### src/rtl/shift_unit_sequencer.sv
// Round-robin front end that shares one combinational 32-bit shifter between two requesters.
// Clamps out-of-range amounts, runs rotates as two passes and returns a registered, tagged result.
module shift_unit_sequencer #(
    parameter int FIRST_GRANT = 0
) (
    input  logic        clk,
    input  logic        rst_n,
    input  logic        req0_valid,
    output logic        req0_ready,
    input  logic [31:0] req0_data,
    input  logic [31:0] req0_amt,
    input  logic [2:0]  req0_op,
    input  logic        req1_valid,
    output logic        req1_ready,
    input  logic [31:0] req1_data,
    input  logic [31:0] req1_amt,
    input  logic [2:0]  req1_op,
    output logic        rsp_valid,
    input  logic        rsp_ready,
    output logic [31:0] rsp_data,
    output logic        rsp_id,
    output logic [31:0] sh_in,
    output logic [31:0] sh_amt,
    output logic        sh_left,
    output logic        sh_arith,
    input  logic [31:0] sh_out,
    output logic        busy
);
    typedef enum logic [1:0] {IDLE = 2'd0, PASS1 = 2'd1, PASS2 = 2'd2, DONE = 2'd3} state_t;

    localparam logic [2:0] OP_SLL = 3'd0;
    localparam logic [2:0] OP_SRL = 3'd1;
    localparam logic [2:0] OP_SRA = 3'd2;
    localparam logic [2:0] OP_ROL = 3'd3;
    localparam logic [2:0] OP_ROR = 3'd4;
    // lastGrant_r holds the previous winner, so resetting it to the other requester favours FIRST_GRANT.
    localparam logic RR_RESET = (FIRST_GRANT == 0) ? 1'b1 : 1'b0;

    state_t      state_r;
    logic        lastGrant_r;
    logic [31:0] data_r;
    logic [2:0]  op_r;
    logic        big_r;
    logic [4:0]  n_r;
    logic [31:0] acc_r;
    logic        id_r;
    logic        rspValid_r;
    logic        busy_r;
    logic [31:0] shIn_r;
    logic [31:0] shAmt_r;
    logic        shLeft_r;
    logic        shArith_r;

    logic        grant0_s;
    logic        grant1_s;
    logic        handshake_s;
    logic [31:0] selData_s;
    logic [31:0] selAmt_s;
    logic [2:0]  selOp_s;
    logic        selBig_s;
    logic [4:0]  selN_s;
    logic [31:0] p1Amt_s;
    logic        p1Left_s;
    logic        p1Arith_s;
    logic [5:0]  rotBack_s;
    logic        isRotate_s;

    // Arbiter: a lone valid requester wins, otherwise alternate against the previous winner.
    always_comb begin
        grant0_s = 1'b0;
        grant1_s = 1'b0;
        if (state_r == IDLE) begin
            if (req0_valid && req1_valid) begin
                grant0_s = lastGrant_r;
                grant1_s = !lastGrant_r;
            end else begin
                grant0_s = req0_valid;
                grant1_s = req1_valid;
            end
        end else begin
            grant0_s = 1'b0;
            grant1_s = 1'b0;
        end
    end

    assign req0_ready  = grant0_s;
    assign req1_ready  = grant1_s;
    assign handshake_s = grant0_s | grant1_s;
    assign selData_s   = grant1_s ? req1_data : req0_data;
    assign selAmt_s    = grant1_s ? req1_amt : req0_amt;
    assign selOp_s     = grant1_s ? req1_op : req0_op;
    assign selBig_s    = |selAmt_s[31:5];
    assign selN_s      = selAmt_s[4:0];
    assign rotBack_s   = 6'd32 - {1'b0, n_r};
    assign isRotate_s  = (op_r == OP_ROL) || (op_r == OP_ROR);

    // First-pass shifter controls derived from the request being accepted.
    always_comb begin
        p1Amt_s   = 32'd0;
        p1Left_s  = 1'b0;
        p1Arith_s = 1'b0;
        case (selOp_s)
            OP_SLL: begin
                p1Left_s = 1'b1;
                p1Amt_s  = selBig_s ? 32'd0 : {27'd0, selN_s};
            end
            OP_SRL: p1Amt_s = selBig_s ? 32'd0 : {27'd0, selN_s};
            OP_SRA: begin
                p1Arith_s = 1'b1;
                p1Amt_s   = selBig_s ? 32'd31 : {27'd0, selN_s};
            end
            OP_ROL: begin
                p1Left_s = 1'b1;
                p1Amt_s  = {27'd0, selN_s};
            end
            OP_ROR: p1Amt_s = {27'd0, selN_s};
            default: begin
                p1Amt_s   = 32'd0;
                p1Left_s  = 1'b0;
                p1Arith_s = 1'b0;
            end
        endcase
    end

    // Sequencer: shifter controls are registered one state ahead so they are stable for the whole pass.
    always_ff @(posedge clk or negedge rst_n) begin
        if (!rst_n) begin
            state_r     <= IDLE;
            lastGrant_r <= RR_RESET;
            data_r      <= 32'd0;
            op_r        <= 3'd0;
            big_r       <= 1'b0;
            n_r         <= 5'd0;
            acc_r       <= 32'd0;
            id_r        <= 1'b0;
            rspValid_r  <= 1'b0;
            busy_r      <= 1'b0;
            shIn_r      <= 32'd0;
            shAmt_r     <= 32'd0;
            shLeft_r    <= 1'b0;
            shArith_r   <= 1'b0;
        end else begin
            case (state_r)
                IDLE: begin
                    if (handshake_s) begin
                        data_r      <= selData_s;
                        op_r        <= selOp_s;
                        big_r       <= selBig_s;
                        n_r         <= selN_s;
                        id_r        <= grant1_s;
                        lastGrant_r <= grant1_s;
                        shIn_r      <= selData_s;
                        shAmt_r     <= p1Amt_s;
                        shLeft_r    <= p1Left_s;
                        shArith_r   <= p1Arith_s;
                        busy_r      <= 1'b1;
                        state_r     <= PASS1;
                    end else begin
                        state_r <= IDLE;
                    end
                end
                PASS1: begin
                    if (op_r > OP_ROR) begin
                        acc_r <= data_r;
                    end else if (big_r && ((op_r == OP_SLL) || (op_r == OP_SRL))) begin
                        acc_r <= 32'd0;
                    end else begin
                        acc_r <= sh_out;
                    end
                    if (isRotate_s && (n_r != 5'd0)) begin
                        shIn_r    <= data_r;
                        shAmt_r   <= {26'd0, rotBack_s};
                        shLeft_r  <= (op_r == OP_ROR);
                        shArith_r <= 1'b0;
                        state_r   <= PASS2;
                    end else begin
                        shIn_r     <= 32'd0;
                        shAmt_r    <= 32'd0;
                        shLeft_r   <= 1'b0;
                        shArith_r  <= 1'b0;
                        rspValid_r <= 1'b1;
                        state_r    <= DONE;
                    end
                end
                PASS2: begin
                    acc_r      <= acc_r | sh_out;
                    shIn_r     <= 32'd0;
                    shAmt_r    <= 32'd0;
                    shLeft_r   <= 1'b0;
                    shArith_r  <= 1'b0;
                    rspValid_r <= 1'b1;
                    state_r    <= DONE;
                end
                DONE: begin
                    if (rsp_ready) begin
                        rspValid_r <= 1'b0;
                        busy_r     <= 1'b0;
                        state_r    <= IDLE;
                    end else begin
                        state_r <= DONE;
                    end
                end
                default: begin
                    rspValid_r <= 1'b0;
                    busy_r     <= 1'b0;
                    state_r    <= IDLE;
                end
            endcase
        end
    end

    assign rsp_valid = rspValid_r;
    assign rsp_data  = acc_r;
    assign rsp_id    = id_r;
    assign sh_in     = shIn_r;
    assign sh_amt    = shAmt_r;
    assign sh_left   = shLeft_r;
    assign sh_arith  = shArith_r;
    assign busy      = busy_r;
endmodule

### config.mk
export PLATFORM = sky130hd
export DESIGN_NAME = shift_unit_sequencer
export DESIGN_NICKNAME = d
export VERILOG_FILES = /design/src/rtl/shift_unit_sequencer.sv
export SDC_FILE = /design/constraint.sdc
export NUM_CORES = 1
export LEC_CHECK = 0
export CORE_ASPECT_RATIO = 0.6
export CORE_UTILIZATION = 40
export DETAILED_ROUTE_END_ITERATION = 10
export MAX_ROUTING_LAYER = met4
export PLACE_DENSITY = 0.77
export SLEW_MARGIN = 10
export SYNTH_ARGS = -nofsm -noshare
export SYNTH_HDL_FRONTEND = slang
export SYNTH_SLANG_ARGS = --single-unit
export TNS_END_PERCENT = 1
### constraint.sdc
create_clock -name clk -period 3 [get_ports clk]
set_clock_uncertainty 0.1 [all_clocks]
set_input_delay 0.6 -clock clk [delete_from_list [all_inputs] [get_ports clk]]
set_output_delay 0.6 -clock clk [all_outputs]
set_load 0.05 [all_outputs]
Word-level counts from Yosys, hierarchy flattened
Cells that the tools add are included.
{"block": "totals", "out_inout_bits": 103, "regBits": 145, "word_cells": 91}
{"block": "classes", "order_cmp": 1, "n_addsub": 1, "n_eq_ne": 13, "bitwise": 2, "n_reduce_logical": 25, "muxes": 35}
{"op": "$mux W32", "n": 7}
{"op": "$pmux W32 S3", "n": 2}
{"op": "$pmux W32 S2", "n": 1}
{"op": "$or A32 B32 Y32", "n": 1}
{"op": "$reduce_or A27 Y1", "n": 1}
{"op": "$pmux W5 S3", "n": 1}
{"op": "$mux W1", "n": 14}
{"op": "$mux W5", "n": 2}
{"op": "$eq A3 B2 Y1 const B", "n": 3}
{"op": "$pmux W2 S4", "n": 1}
{"op": "$reduce_or A2 Y1", "n": 4}
{"op": "$eq A3 B1 Y1 const B", "n": 2}
{"op": "$eq A3 B3 Y1 const B", "n": 2}
{"op": "$logic_not A3 Y1", "n": 2}
{"op": "$mux W6", "n": 1}
{"op": "$ne A2 B2 Y1 const B", "n": 3}
{"op": "$pmux W1 S3", "n": 2}
{"op": "$reduce_and A2 Y1", "n": 3}
{"op": "$reduce_and A3 Y1", "n": 2}
{"op": "$reduce_bool A2 Y1", "n": 3}
{"op": "$reduce_bool A3 Y1", "n": 2}
{"op": "$sub A6 B5 Y6 const A", "n": 1}
{"op": "$reduce_bool A5 Y1", "n": 1}
{"op": "$eq A2 B2 Y1 const B", "n": 2}
{"op": "other kinds (10)", "n": 14}

Logic depth before layout (Yosys ltp)
Gate-level depths: netlist (run 1).
{"block": "depth", "word_depth": 9, "ltp_mapped": 10}

Worst setup path before layout (run 1)
No wires, ideal clock.
{"block": "synth_timing", "path_type": "register -> output", "start": "reg state_r[1]", "end": "out req0_ready", "arrival_ps": 1599, "path_slack_ps": 701, "path_buffers": 0, "stages_incl_launch_ff": 5, "t_required_ps": 2300, "cell_sequence": "dfrtp_1 > inv_1 > ha_1 > nand2_1 > a21oi_1"}
{"block": "synth_between", "elab_chain_cells": 2}
{"item": "from (decl)", "line_no": "39", "source": "state_t state_r;"}
{"item": "from (signal assigned)", "line_no": "128", "source": "state_r <= IDLE;"}
{"item": "from (signal assigned)", "line_no": "157", "source": "state_r <= PASS1;"}
{"item": "from (signal assigned)", "line_no": "159", "source": "state_r <= IDLE;"}
{"item": "$logic_not A2 Y1", "line_no": "72", "source": "if (state_r == IDLE) begin"}
{"item": "$mux W1", "line_no": "72"}
{"item": "to (decl)", "line_no": "9", "source": "output logic req0_ready,"}
Every way passes these cells.

Worst setup path in the final report (run 1)
{"block": "layout_timing", "start": "reg state_r[1]", "end": "reg shAmt_r[3] (netlist: sh_amt[3])"}
{"block": "layout_between", "elab_chain_cells": 8}
{"item": "$logic_not A2 Y1", "line_no": "72, 143"}
{"item": "$mux W1", "line_no": "72"}
{"item": "$mux W32 / $mux W3 (equally long branches)", "line_no": "90, 91"}
{"item": "$reduce_or A27 Y1, or another cell as far along", "line_no": "92", "source": "assign selBig_s = |selAmt_s[31:5];"}
{"item": "$mux W5, or another cell as far along", "line_no": "110", "source": "p1Amt_s = selBig_s ? 32'd31 : {27'd0, selN_s};"}
{"item": "$pmux W5 S3", "line_no": "102", "source": "case (selOp_s)"}
{"item": "$mux W32", "line_no": "145", "source": "if (handshake_s) begin"}
{"item": "$pmux W32 S3", "line_no": "143", "source": "case (state_r)"}
{"item": "to (signal assigned)", "line_no": "153", "source": "shAmt_r <= p1Amt_s;"}
{"item": "to (signal assigned)", "line_no": "172", "source": "shAmt_r <= {26'd0, rotBack_s};"}
{"item": "to (decl)", "line_no": "50", "source": "logic [31:0] shAmt_r;"}
Parallel ways exist; a longest one is shown, timed or not. The select of a mux whose other input is x is not followed.
A chain may end at the register's enable or synchronous reset.

==> out/results.ini, run 1 <==
[grt]
antenna_found_initial = 0
top_usage_layer = met2
grt_pass1_vias = 5770
grt_pass1_wl_um = 30930
met1_usage_pct = 35.32
track_usage_pct = 25.83
grtUsageMet2_pct = 38.89
grt.met3_usage_pct = 6.524
grt_max_degree = 53
overflow = 0

[placement]
port-buffer-count = 247
dpl_cell_area_um2 = 8890
gp_congestion = 0.8998
preCtsSetupSlack_ns = 0.1402
dp_hpwl_um = 14410
placed_cells = 1104

[logic_synthesis]
synthTopCellsByCount = dfrtp_1, nand2_1, a21oi_1
synth_edf_count = 0
synth_top_cells_by_area = dfrtp_1, mux2i_1, a21oi_1
ys.flop_type = dfrtp_1
ys_seq_area_share_pct = 47.96
yosysWarnings = 0
synth_most_common_cell = dfrtp_1
synthArstFlopShare_pct = 100.0
syn_area_per_cell_um2 = 9.056
synth_top_area_share_pct = 47.53
syn_inst = 686
synth_top_area_cell = dfrtp_1
synthesis.area_um2 = 6212
ys_types = 42
ys_seq_elements = 119

[clock_network]
ctsHoldBuffers = 0
cts.repair.resized = 0
clockRootBuffer = clkbuf_16
post-cts-setup-buffers = 0
cts_buffers = 17
path_clk_slew_ns = 0.05
clock_latency_ns = 0.40
cts_tree = yes
cts_sinks = 119
clockBufferDepth = 2
cts_max_level = 4

[floorplan]
die_h_um = 98.53
dieArea_um2 = 16050
fp.dieW_um = 162.9
ios = 274
start_util_pct = 41.96
core_um2 = 14800
rows = 34

[run]
drv_cap = 0

[timing]
timing.hold.ws_ns = 0.09337
period_share_pct = 87.87
hold_viol = 0
fin_ws_ns = 0.3639
setup_viol = 0
period_needed_ns = 2.636
max_freq_mhz = 379.3
drv_slew = 0
relSlewSlack_pct = 61.17
worst_pin_slew_ns = 0.5810
fin_setup_tns_ns = 0
rsz0062_at_grt = no

[pwr]
clkPwrFrac_pct = 16.6
ir_drop_v = 0.0005631
p_sw_share_pct = 48.70
power.total_mw = 11.55
power_frac_seq_pct = 25.6
comb_power_share_pct = 57.8
switching_power_mw = 5.622
internal-power_mw = 5.923
p_per_area_nw_per_um2 = 1222
leakage_nw = 4.088

[critical_path]
cp_slowest_cell = nor4b_2
reg2reg_from = state_r[1]$_DFF_PN0_
cp_max_fo = 9
endpoint_kind = flip-flop
cp-start-kind = flip-flop
worstPathCellList = inv_1 -> ha_2 -> nand3_4 -> mux2i_2 -> nor4b_2 -> o22ai_1 -> a21oi_1
slowest_delay_ns = 0.55
reg2reg_depth = 7
crit_type = flip-flop to flip-flop
r2r_slack_ns = 0.36
crit_buf_inv = 1
cp.required_ns = 3.20
critPathTopFamily = simple AND/OR/NAND/NOR gates
worstReg2RegEnd = sh_amt[3]$_DFFE_PN0P_
arrival_ns = 2.84

[route]
drtAntennaViolNets = 0
drt_iter0_drc = 339
viasPerCell = 5.183
dr.pass1.iters = 4
finalWirelength_um = 19590
post_drt_wl_per_cell_um = 17.28
num_vias = 5878
drc = 0

[outcome]
status = finished clean

[final_layout]
final_nets = 1104
utilization_pct = 63.83
layout-drive-gt1-share_pct = 7.372
num_antenna_cells = 0
design_area_um2 = 9449
area_growth_pct = 52.10
stdcell_count = 1134

[hold_path]
hp-class = primary input to asynchronous set/reset pin

==> placed cells by master, fill, tap and decap left out, types with 3 or more instances in the layout <==
cell type / synthesis / routed
inv_1: 9 / 9
ha_1: 8 / 6
buf_4: 27 / 20
nor2_1: 69 / 69
o21ai_0: 55 / 55
nor4_2: 4 / 4
buf_12: 0 / 4
clkinvlp_4: 0 / 3
o21ai_1: 21 / 20
o22ai_1: 5 / 5
clkbuf_8: 0 / 4
nor2b_1: 4 / 4
clkbuf_16: 0 / 17
clkdlybuf4s50_1: 0 / 244
conb_1: 1 / 26
xnor2_1: 3 / 3
nand3_1: 7 / 6
nand2b_1: 33 / 33
a221oi_1: 32 / 32
a31oi_1: 4 / 4
nand2_1: 92 / 92
mux2i_1: 40 / 40
dfrtp_1: 118 / 118
nor4_1: 8 / 8
a21oi_1: 75 / 74
==> cell families (layout without fill, tap and decap cells) <==
kind of cell               count (synthesis)  in the layout  synth area share (%)
DFF                                      119            119                 47.96
other                                      1             26               0.06037
muxes                                     41             41                 6.667
and+or+nand+nor                          230            230                 17.62
xor gates and xnor gates                   3              3                0.4230
buffers and inverters                     83            308                 6.888
adders and majority gates                  8              8                 1.611
AOI/OAI and AO/OA                        201            201                 18.77
==> cell type report <==
class                   count  area, um^2
flip-flops and latches    119        2979
clock inverters             7       71.32
clock buffers              23       488.0
fillers                  1254        5355
inverters                  10       37.54
repair buffers            268        2673
multi-input cells         509        2953
well taps                 198       247.7
==> power by group through the flow <==
| stage | combinational [mW] | clock, mW | sequential [mW] |
|---|---|---|---|
| floorplan | 2.92 | 0 | 4.35 |
| global placement | 6.54 | 0 | 2.93 |
| detailed placement | 6.68 | 0 | 2.96 |
| CTS | 6.71 | 1.95 | 2.95 |
| global route | 7.24 | 2.01 | 3.05 |
| finish | 6.67 | 1.92 | 2.96 |
==> state kept, by name (all words and copies together), names as in the netlist <==
register     flops
busy             1
data_r          32
op_r             3
sh_amt           6
sh_left          1
big_r            1
rsp_id           1
sh_in           32
n_r              5
lastGrant_r      1
rsp_data        32
rsp_valid        1
sh_arith         1
state_r          2
==> worst max path at each step <==
stage | start | end | depth (start not counted) | slack [ns]
finish | state_r[1]$_DFF_PN0_ | sh_amt[3]$_DFFE_PN0P_ | 7 | 0.36
global route | state_r[1]$_DFF_PN0_ | sh_amt[3]$_DFFE_PN0P_ | 7 | 0.21
CTS | state_r[1]$_DFF_PN0_ | req1_ready | 5 | 0.44
detailed placement | req0_valid | sh_amt[3]$_DFFE_PN0P_ | 7 | 0.14
global placement | req1_amt[5] | sh_amt[0]$_DFFE_PN0P_ | 7 | 0.26
floorplan | state_r[1]$_DFF_PN0_ | req0_ready | 4 | 0.70
==> routing by layer <==
| metal | share of wire (%) | up-vias |
|---|---|---|
| li1 | - | 2839 |
| met1 | 47 | 2775 |
| met2 | 44 | 247 |
| met3 | 7.9 | 17 |
| met4 | 0.79 | 0 |
| met5 | 0 | - |
No activity file was read; power rests on OpenSTA's default activity.
==> run 2: changes to the inputs <==
Settings changed: CTS_BUF_LIST from default to sky130_fd_sc_hd__clkbuf_8.
==> run 2 against run 1 <==
Net effect: critical path depth unchanged; power shrank 4.9%; highest routed layer unchanged; first-iteration DRC count is 8.0% lower; largest power group unchanged; register-to-register slack improved by 0.04 ns; core utilization decreased by 1.3 points; flip-flop and latch count unchanged; sequential share of layout area increased by 0.65 points; design area is 2.0% lower; hold slack lost 0.027 ns; count of clock-buffer cells in the layout shrank 2; combinational power about the same; setup slack gained 0.042 ns.
==> out/results.ini, run 2 (synthesis gave the netlist of run 1 again) <==
[placement]
gp_congestion = 0.8998  ; unchanged
placed_cells = 1104  ; unchanged
port-buffer-count = 247  ; unchanged
dpl_cell_area_um2 = 8890  ; unchanged
dp_hpwl_um = 14410  ; unchanged
preCtsSetupSlack_ns = 0.1402  ; unchanged

[grt]
track_usage_pct = 25.75  ; -0.079 points
grt_pass1_vias = 5757  ; -0.23%
overflow = 0  ; unchanged
antenna_found_initial = 0  ; unchanged
grt_max_degree = 53  ; unchanged
grt_pass1_wl_um = 30840  ; -0.29%

[clock_network]
post-cts-setup-buffers = 0  ; unchanged
cts_sinks = 119  ; unchanged
path_clk_slew_ns = 0.07  ; +0.02 ns
cts_max_level = 4  ; unchanged
clockRootBuffer = clkbuf_8
clockBufferDepth = 2  ; unchanged
cts_buffers = 17  ; unchanged
cts.repair.resized = 0  ; unchanged
cts_tree = yes
ctsHoldBuffers = 0  ; unchanged
clock_latency_ns = 0.43  ; +0.03 ns

[timing]
fin_ws_ns = 0.4062  ; +0.04232 ns
relSlewSlack_pct = 60.12  ; -1.0 points
fin_setup_tns_ns = 0  ; unchanged
setup_viol = 0  ; unchanged
period_needed_ns = 2.594  ; -0.04232 ns
max_freq_mhz = 385.5  ; +1.6%
drv_slew = 0  ; unchanged
timing.hold.ws_ns = 0.06667  ; -0.02670 ns
period_share_pct = 86.46  ; -1.4 points
worst_pin_slew_ns = 0.5982  ; +0.01727 ns
rsz0062_at_grt = no
hold_viol = 0  ; unchanged

[pwr]
leakage_nw = 4.009  ; -1.9%
power.total_mw = 10.98  ; -4.9%
p_per_area_nw_per_um2 = 1186  ; -2.9%
ir_drop_v = 0.0005618  ; -0.24%

[floorplan]
core_um2 = 14800  ; unchanged
dieArea_um2 = 16050  ; unchanged
start_util_pct = 41.96  ; unchanged
ios = 274  ; unchanged
fp.dieW_um = 162.9  ; unchanged
die_h_um = 98.53  ; unchanged
rows = 34  ; unchanged

[route]
finalWirelength_um = 19450  ; -0.71%
dr.pass1.iters = 4  ; unchanged
viasPerCell = 5.142  ; -0.80%
post_drt_wl_per_cell_um = 17.15  ; -0.71%
drt_iter0_drc = 312  ; -8.0%
drc = 0  ; unchanged
num_vias = 5831  ; -0.80%
drtAntennaViolNets = 0  ; unchanged

[critical_path]
reg2reg_from = state_r[1]$_DFF_PN0_
r2r_slack_ns = 0.41  ; +0.04 ns
reg2reg_depth = 7  ; unchanged
endpoint_kind = flip-flop
crit_type = flip-flop to flip-flop
worstReg2RegEnd = sh_amt[3]$_DFFE_PN0P_
cp_max_fo = 9  ; unchanged
cp-start-kind = flip-flop
cp.required_ns = 3.24  ; +0.04 ns
arrival_ns = 2.83  ; about the same

[hold_path]
hp-class = primary input to asynchronous set/reset pin

[run]
drv_cap = 0  ; unchanged

[final_layout]
final_common_cell = clkdlybuf4s50_1
final_nets = 1104  ; unchanged
final_cell_mix = clkdlybuf4s50_1, dfrtp_1, nand2_1
design_area_um2 = 9258  ; -2.0%
num_antenna_cells = 0  ; unchanged
utilization_pct = 62.53  ; -1.3 points
area_growth_pct = 49.02
n_fill_cell = 1274  ; +1.6%
stdcell_count = 1134  ; unchanged
layout-drive-gt1-share_pct = 7.372  ; unchanged

[outcome]
status = finished clean

## run 2: critical path: stages (launching register included)
cell     delay [ns]
dfrtp_1        0.43
inv_1          0.16
ha_2           0.35
nand3_4        0.21
mux2i_2        0.34
nor4b_2        0.53
o22ai_1        0.21
a21oi_1        0.18
## run 2: layout make-up
| class | count | area (um^2) | share of cell area [%] |
|---|---|---|---|
| clock buffer | 21 | 289.0 | 3.122 |
| clock inverter | 9 | 78.83 | 0.8515 |
| inverter | 10 | 37.54 | 0.4055 |
| multi-input combinational | 509 | 2953 | 31.90 |
| sequential | 119 | 2979 | 32.18 |
| tap | 198 | 247.7 | 2.676 |
| timing repair buffer | 268 | 2673 | 28.87 |
## run 2: power breakdown
| group | internal (mW) | leakage, nW | total [mW] | switching [mW] |
|---|---|---|---|---|
| clock network | 0.726 | 0.188 | 1.37 | 0.643 |
| registers | 2.40 | 1.45 | 2.95 | 0.548 |
| logic | 2.30 | 2.37 | 6.66 | 4.36 |
## run 2: metal layers
| layer | routed length (um) | global-route usage (%) |
|---|---|---|
| met1 | 9156 | 35.36 |
| met2 | 8632 | 38.53 |
| met3 | 1538 | 5.850 |
| met4 | 124 | 6.254 |
| met5 | 0 | - |
## run 2: worst max-delay path by stage
| stage | slack (ns) | from | end |
|---|---|---|---|
| after detailed placement | 0.14 | req0_valid | sh_amt[3]$_DFFE_PN0P_ |
| after CTS | 0.41 | state_r[1]$_DFF_PN0_ | req1_ready |
| after global placement | 0.26 | req1_amt[5] | sh_amt[0]$_DFFE_PN0P_ |
| final | 0.41 | state_r[1]$_DFF_PN0_ | sh_amt[3]$_DFFE_PN0P_ |
| after floorplan | 0.70 | state_r[1]$_DFF_PN0_ | req0_ready |
| after global routing | 0.21 | state_r[1]$_DFF_PN0_ | sh_amt[3]$_DFFE_PN0P_ |
==> run 3: changes to the inputs <==
Settings changed: REMOVE_ABC_BUFFERS from default to 1.
==> run 3 against run 2 <==
Net effect: register-to-register slack got worse by 0.11 ns; first-iteration DRC count rose by 28%; sequential power barely moved; flip-flop and latch count did not move; design area rose by 0.22%; global-route usage rose by 0.67 points; die area did not move; count of clock-buffer cells in the layout fell by 3; setup slack got worse by 0.11 ns; core utilization rose by 0.14 points; non-clock buffer count fell by 1; critical path type unchanged; largest power group unchanged; highest routed layer unchanged.
==> out/results.ini, run 3 (synthesis gave the netlist of run 1 again) <==
[timing]
setup_viol = 0  ; unchanged
fin_setup_tns_ns = 0  ; unchanged
period_share_pct = 89.96  ; +3.5 points
max_freq_mhz = 370.5  ; -3.9%
rsz0062_at_grt = no
period_needed_ns = 2.699  ; +0.1051 ns
hold_viol = 0  ; unchanged
worst_pin_slew_ns = 0.6711  ; +0.07286 ns
relSlewSlack_pct = 55.16  ; -5.0 points
drv_slew = 0  ; unchanged

[pwr]
switching_power_mw = 5.608  ; +1.0%
p_per_area_nw_per_um2 = 1194  ; +0.70%
power.total_mw = 11.08  ; +0.92%
ir_drop_v = 0.0005472  ; -2.6%
power_frac_seq_pct = 26.5  ; -0.4 points
internal-power_mw = 5.471  ; +0.79%
p_sw_share_pct = 50.62  ; +0.061 points
clkPwrFrac_pct = 14.1  ; +1.6 points
leakage_nw = 4.005  ; about the same
comb_power_share_pct = 59.4  ; -1.3 points

[final_layout]
layout-drive-gt1-share_pct = 7.684  ; +0.31 points
area_growth_pct = 49.35
final_nets = 1103  ; -0.091%
final_common_cell = clkdlybuf4s50_1
num_antenna_cells = 0  ; unchanged
final_cell_mix = clkdlybuf4s50_1, dfrtp_1, nand2_1

[grt]
track_usage_pct = 26.42  ; +0.67 points
antenna_found_initial = 0  ; unchanged
grt_pass1_vias = 5974  ; +3.8%
grt_pass1_wl_um = 31670  ; +2.7%
overflow = 0  ; unchanged
grt_max_degree = 54  ; +1.9%

[route]
num_vias = 5871  ; +0.69%
drt_iter0_drc = 400  ; +28%
drtAntennaViolNets = 0  ; unchanged
post_drt_wl_per_cell_um = 17.21  ; +0.33%
drc = 0  ; unchanged
finalWirelength_um = 19530  ; +0.42%
viasPerCell = 5.173  ; +0.60%
dr.pass1.iters = 5  ; +1

[placement]
port-buffer-count = 247  ; unchanged
gp_congestion = 0.8231  ; -8.5%
dp_hpwl_um = 14270  ; -0.93%

[floorplan]
rows = 34  ; unchanged
start_util_pct = 41.96  ; unchanged
fp.dieW_um = 162.9  ; unchanged
ios = 274  ; unchanged
die_h_um = 98.53  ; unchanged
core_um2 = 14800  ; unchanged
dieArea_um2 = 16050  ; unchanged

[critical_path]
reg2reg_depth = 8  ; +1
endpoint_kind = flip-flop
cp_max_fo = 12  ; +3
cp-start-kind = flip-flop
cp.required_ns = 3.26  ; +0.02 ns
crit_type = flip-flop to flip-flop
arrival_ns = 2.96  ; +0.13 ns

[clock_network]
cts.repair.resized = 0  ; unchanged
ctsHoldBuffers = 0  ; unchanged
cts_max_level = 4  ; unchanged
cts_sinks = 119  ; unchanged
post-cts-setup-buffers = 0  ; unchanged
clock_latency_ns = 0.44  ; about the same
cts_tree = yes
path_clk_slew_ns = 0.08  ; about the same
clockBufferDepth = 2  ; unchanged
cts_buffers = 17  ; unchanged
clockRootBuffer = clkbuf_8

[hold_path]
hp-class = primary input to asynchronous set/reset pin

[outcome]
status = finished clean

[run]
drv_cap = 0  ; unchanged

## run 3: changes by cell type in the layout (fill, tap and decap cells not counted), sizes merged
cell / previous run / this run
clkbuf: 21 / 18
bufinv: 1 / 3
buf: 24 / 23
clkinvlp: 3 / 5
inv: 12 / 13
## run 3: per-stage QoR
stage / util, % / hold slack, ns / instances / setup slack (ns) / cell area [um^2]
after global routing: 62.67 / 0.07219 / 1135 / 0.08229 / 9278
after CTS: 62.67 / 0.05654 / 1135 / 0.3209 / 9278
after global placement: 59.83 / 0.3578 / 1103 / 0.1034 / 8857
after floorplan: - / 0.2044 / 638 / -2.085 / 5916
after detailed placement: 59.83 / 0.3693 / 1103 / -0.02664 / 8857
final: 62.67 / 0.04738 / 1135 / 0.3011 / 9278
## run 3: final cells by class
type | instances | area (um^2)
fill | 1261 | 5527
sequential | 119 | 2979
multi-input combinational | 509 | 2953
timing repair buffer | 267 | 2640
clock buffer | 18 | 247.7
tap | 198 | 247.7
clock inverter | 14 | 172.7
inverter | 10 | 37.54
## run 3: per-layer routing
metal	track usage (%)	routed length, um	up-vias
met5	-	0	-
met4	7.117	228	0
met3	6.566	1681	19
met2	38.40	8273	258
met1	36.58	9349	2757
li1	-	-	2837
## run 3: worst max-delay path, cell delays in order (launching register included)
cell and delay [ns]:
dfrtp_1 0.42, inv_1 0.17, ha_2 0.33, nand3_4 0.20
buf_4 0.27, mux2i_1 0.20, nor4b_2 0.58, o22ai_1 0.18
a31oi_1 0.17
## run 3: worst paths after layout
kind / slack, ns / startpoint / to
hold reg to reg: 0.38 / sh_in[20]$_DFFE_PN0P_ / sh_in[20]$_DFFE_PN0P_
min in group clk: 0.38 / sh_in[20]$_DFFE_PN0P_ / sh_in[20]$_DFFE_PN0P_
setup reg to reg: 0.30 / state_r[1]$_DFF_PN0_ / sh_amt[2]$_DFFE_PN0P_
max in group asynchronous: 1.98 / rst_n / data_r[20]$_DFFE_PN0P_
setup / recovery: 0.30 / state_r[1]$_DFF_PN0_ / sh_amt[2]$_DFFE_PN0P_
hold / removal: 0.05 / rst_n / sh_in[10]$_DFFE_PN0P_
## run 3: power groups by stage
stage                     logic [mW]  registers (mW)  clock network, mW
after global placement          6.46            2.93                  0
after floorplan                 2.75            4.35                  0
final                           6.58            2.93               1.56
after detailed placement        6.59            2.94                  0
after CTS                       6.59            2.93               1.58
after global routing            7.15            3.03               1.66
==> RTL edit, RTL diff (settings of run 3) <==
The parameter `FIRST_GRANT` goes from 0 to 1.
--- a/src/rtl/shift_unit_sequencer.sv
+++ b/src/rtl/shift_unit_sequencer.sv
@@ -1,7 +1,7 @@
 // Round-robin front end that shares one combinational 32-bit shifter between two requesters.
 // Clamps out-of-range amounts, runs rotates as two passes and returns a registered, tagged result.
 module shift_unit_sequencer #(
-    parameter int FIRST_GRANT = 0
+    parameter int FIRST_GRANT = 1
 ) (
     input  logic        clk,
     input  logic        rst_n,
Behaviour: not the same (Yosys sat finds a counterexample within 4 cycles, from zero or initial values and one cycle with rst_n low).
==> RTL edit against run 3 <==
  * Total power grew 1.2%
  * Worst setup slack gained 0.080 ns
  * Critical path type unchanged
  * Design area grew 0.24%
  * Sequential cell count shrank 1
  * Routed wire length grew 1.1%
  * Largest cell class unchanged
  * Die area shrank 0.57%
  * Non-clock buffer count is the same
  * Largest power group unchanged
  * Area after synthesis shrank 0.58%
==> RTL edit: results (changes against run 3) <==
syn-instance-count: 682  # -0.58%
dp.cells: 1100  # -0.27%
grt_pass1_wl_mm: 31.1  # -1.7%
rr_worst_depth: 9  # +1
maxSlewHeadroom_pct: 49.9  # -5.3 points
status: "finished, final reports clean"
nFillCells: 1245  # -1.3%
synth_cell_types: 40  # -4.8%
r2r-start: "state_r[0]"
pre_cts_ws_ns: 0.0776  # +0.104 ns
rr_endpoint: "sh_amt[4]"
drt_pass1_iterations: 7  # +2
arrival_ns: 2.85  # -0.11 ns
ys_seq_area_share_pct: 47.8  # -0.14 points
place_congestion: 0.870  # +5.7%
crit_fanout: 9  # -3
whs_ns: 0.0949  # +0.0475 ns
postLayoutCoreUtil_pct: 63.0  # +0.33 points
clkLatencyLatePin_ns: 0.41  # -0.03 ns
drive_gt1_share_pct: 7.39  # -0.30 points
place_hpwl_mm: 14.1  # -1.4%
dpl_cell_area_um2: 8840  # -0.14%
synthTopCellsByArea: "dfrtp_1 48%, mux2i_1 6.6%, a21oi_1 6.1%, nand2_1 5.5%, a221oi_1 4.5%"
setup_ws_ns: 0.381  # +0.0796 ns
dr.first_iter.drc_count: 451  # +13%
-- RTL edit: cell types whose count changed in the layout (fill, tap and decap cells not counted), moves of 2 or more --
cell / before / now
nand2_1: 92 / 90
inv_6: 3 / 0
bufinv_16: 3 / 5
clkinv_2: 2 / 4
buf_4: 21 / 19
clkinv_4: 1 / 3
clkinvlp_4: 5 / 1
buf_12: 2 / 4
-- RTL edit: power breakdown --
part           internal (µW)  switching [µW]
Combinational           2250            4370
Clock                   1010             678
Sequential              2380             521
Total                   5640            5570
-- RTL edit: layout make-up --
class	count	area share (%)
Sequential cell	118	31.8
Multi-Input combinational cell	507	31.6
Timing Repair Buffer	267	28.7
Clock buffer	18	2.66
Tap cell	198	2.66
Clock inverter	14	2.23
Inverter	10	0.404
-- RTL edit: routing by layer --
metal | routed length (µm) | vias to the layer above | share of wire (%) | global-route usage [%]
met5 | 0 | - | 0 | -
met4 | 135 | 0 | 0.68 | 4.35
met3 | 1420 | 13 | 7.2 | 6.58
met2 | 8880 | 255 | 45 | 38.7
met1 | 9310 | 2802 | 47 | 36.7
li1 | - | 2823 | - | -
-- RTL edit: cell families after synthesis --
kind of cell	count (synthesis)	share of synthesized area, %
simple gates	228	17.8
compound gates	201	18.9
flops	118	47.8
buf+inv	82	6.75
mux	41	6.64
fa+ha+maj	8	1.62
xor+xnor	3	0.426
other cells	1	0.0607
-- RTL edit: critical path, cell delays in order, from the launching register on --
cell and delay, ns:
dfrtp_1 0.43, inv_1 0.15, ha_2 0.32, nand3_4 0.21
inv_2 0.16, nor4_4 0.06, buf_4 0.14, nor4b_2 0.59
o22ai_1 0.20, a31oi_1 0.17
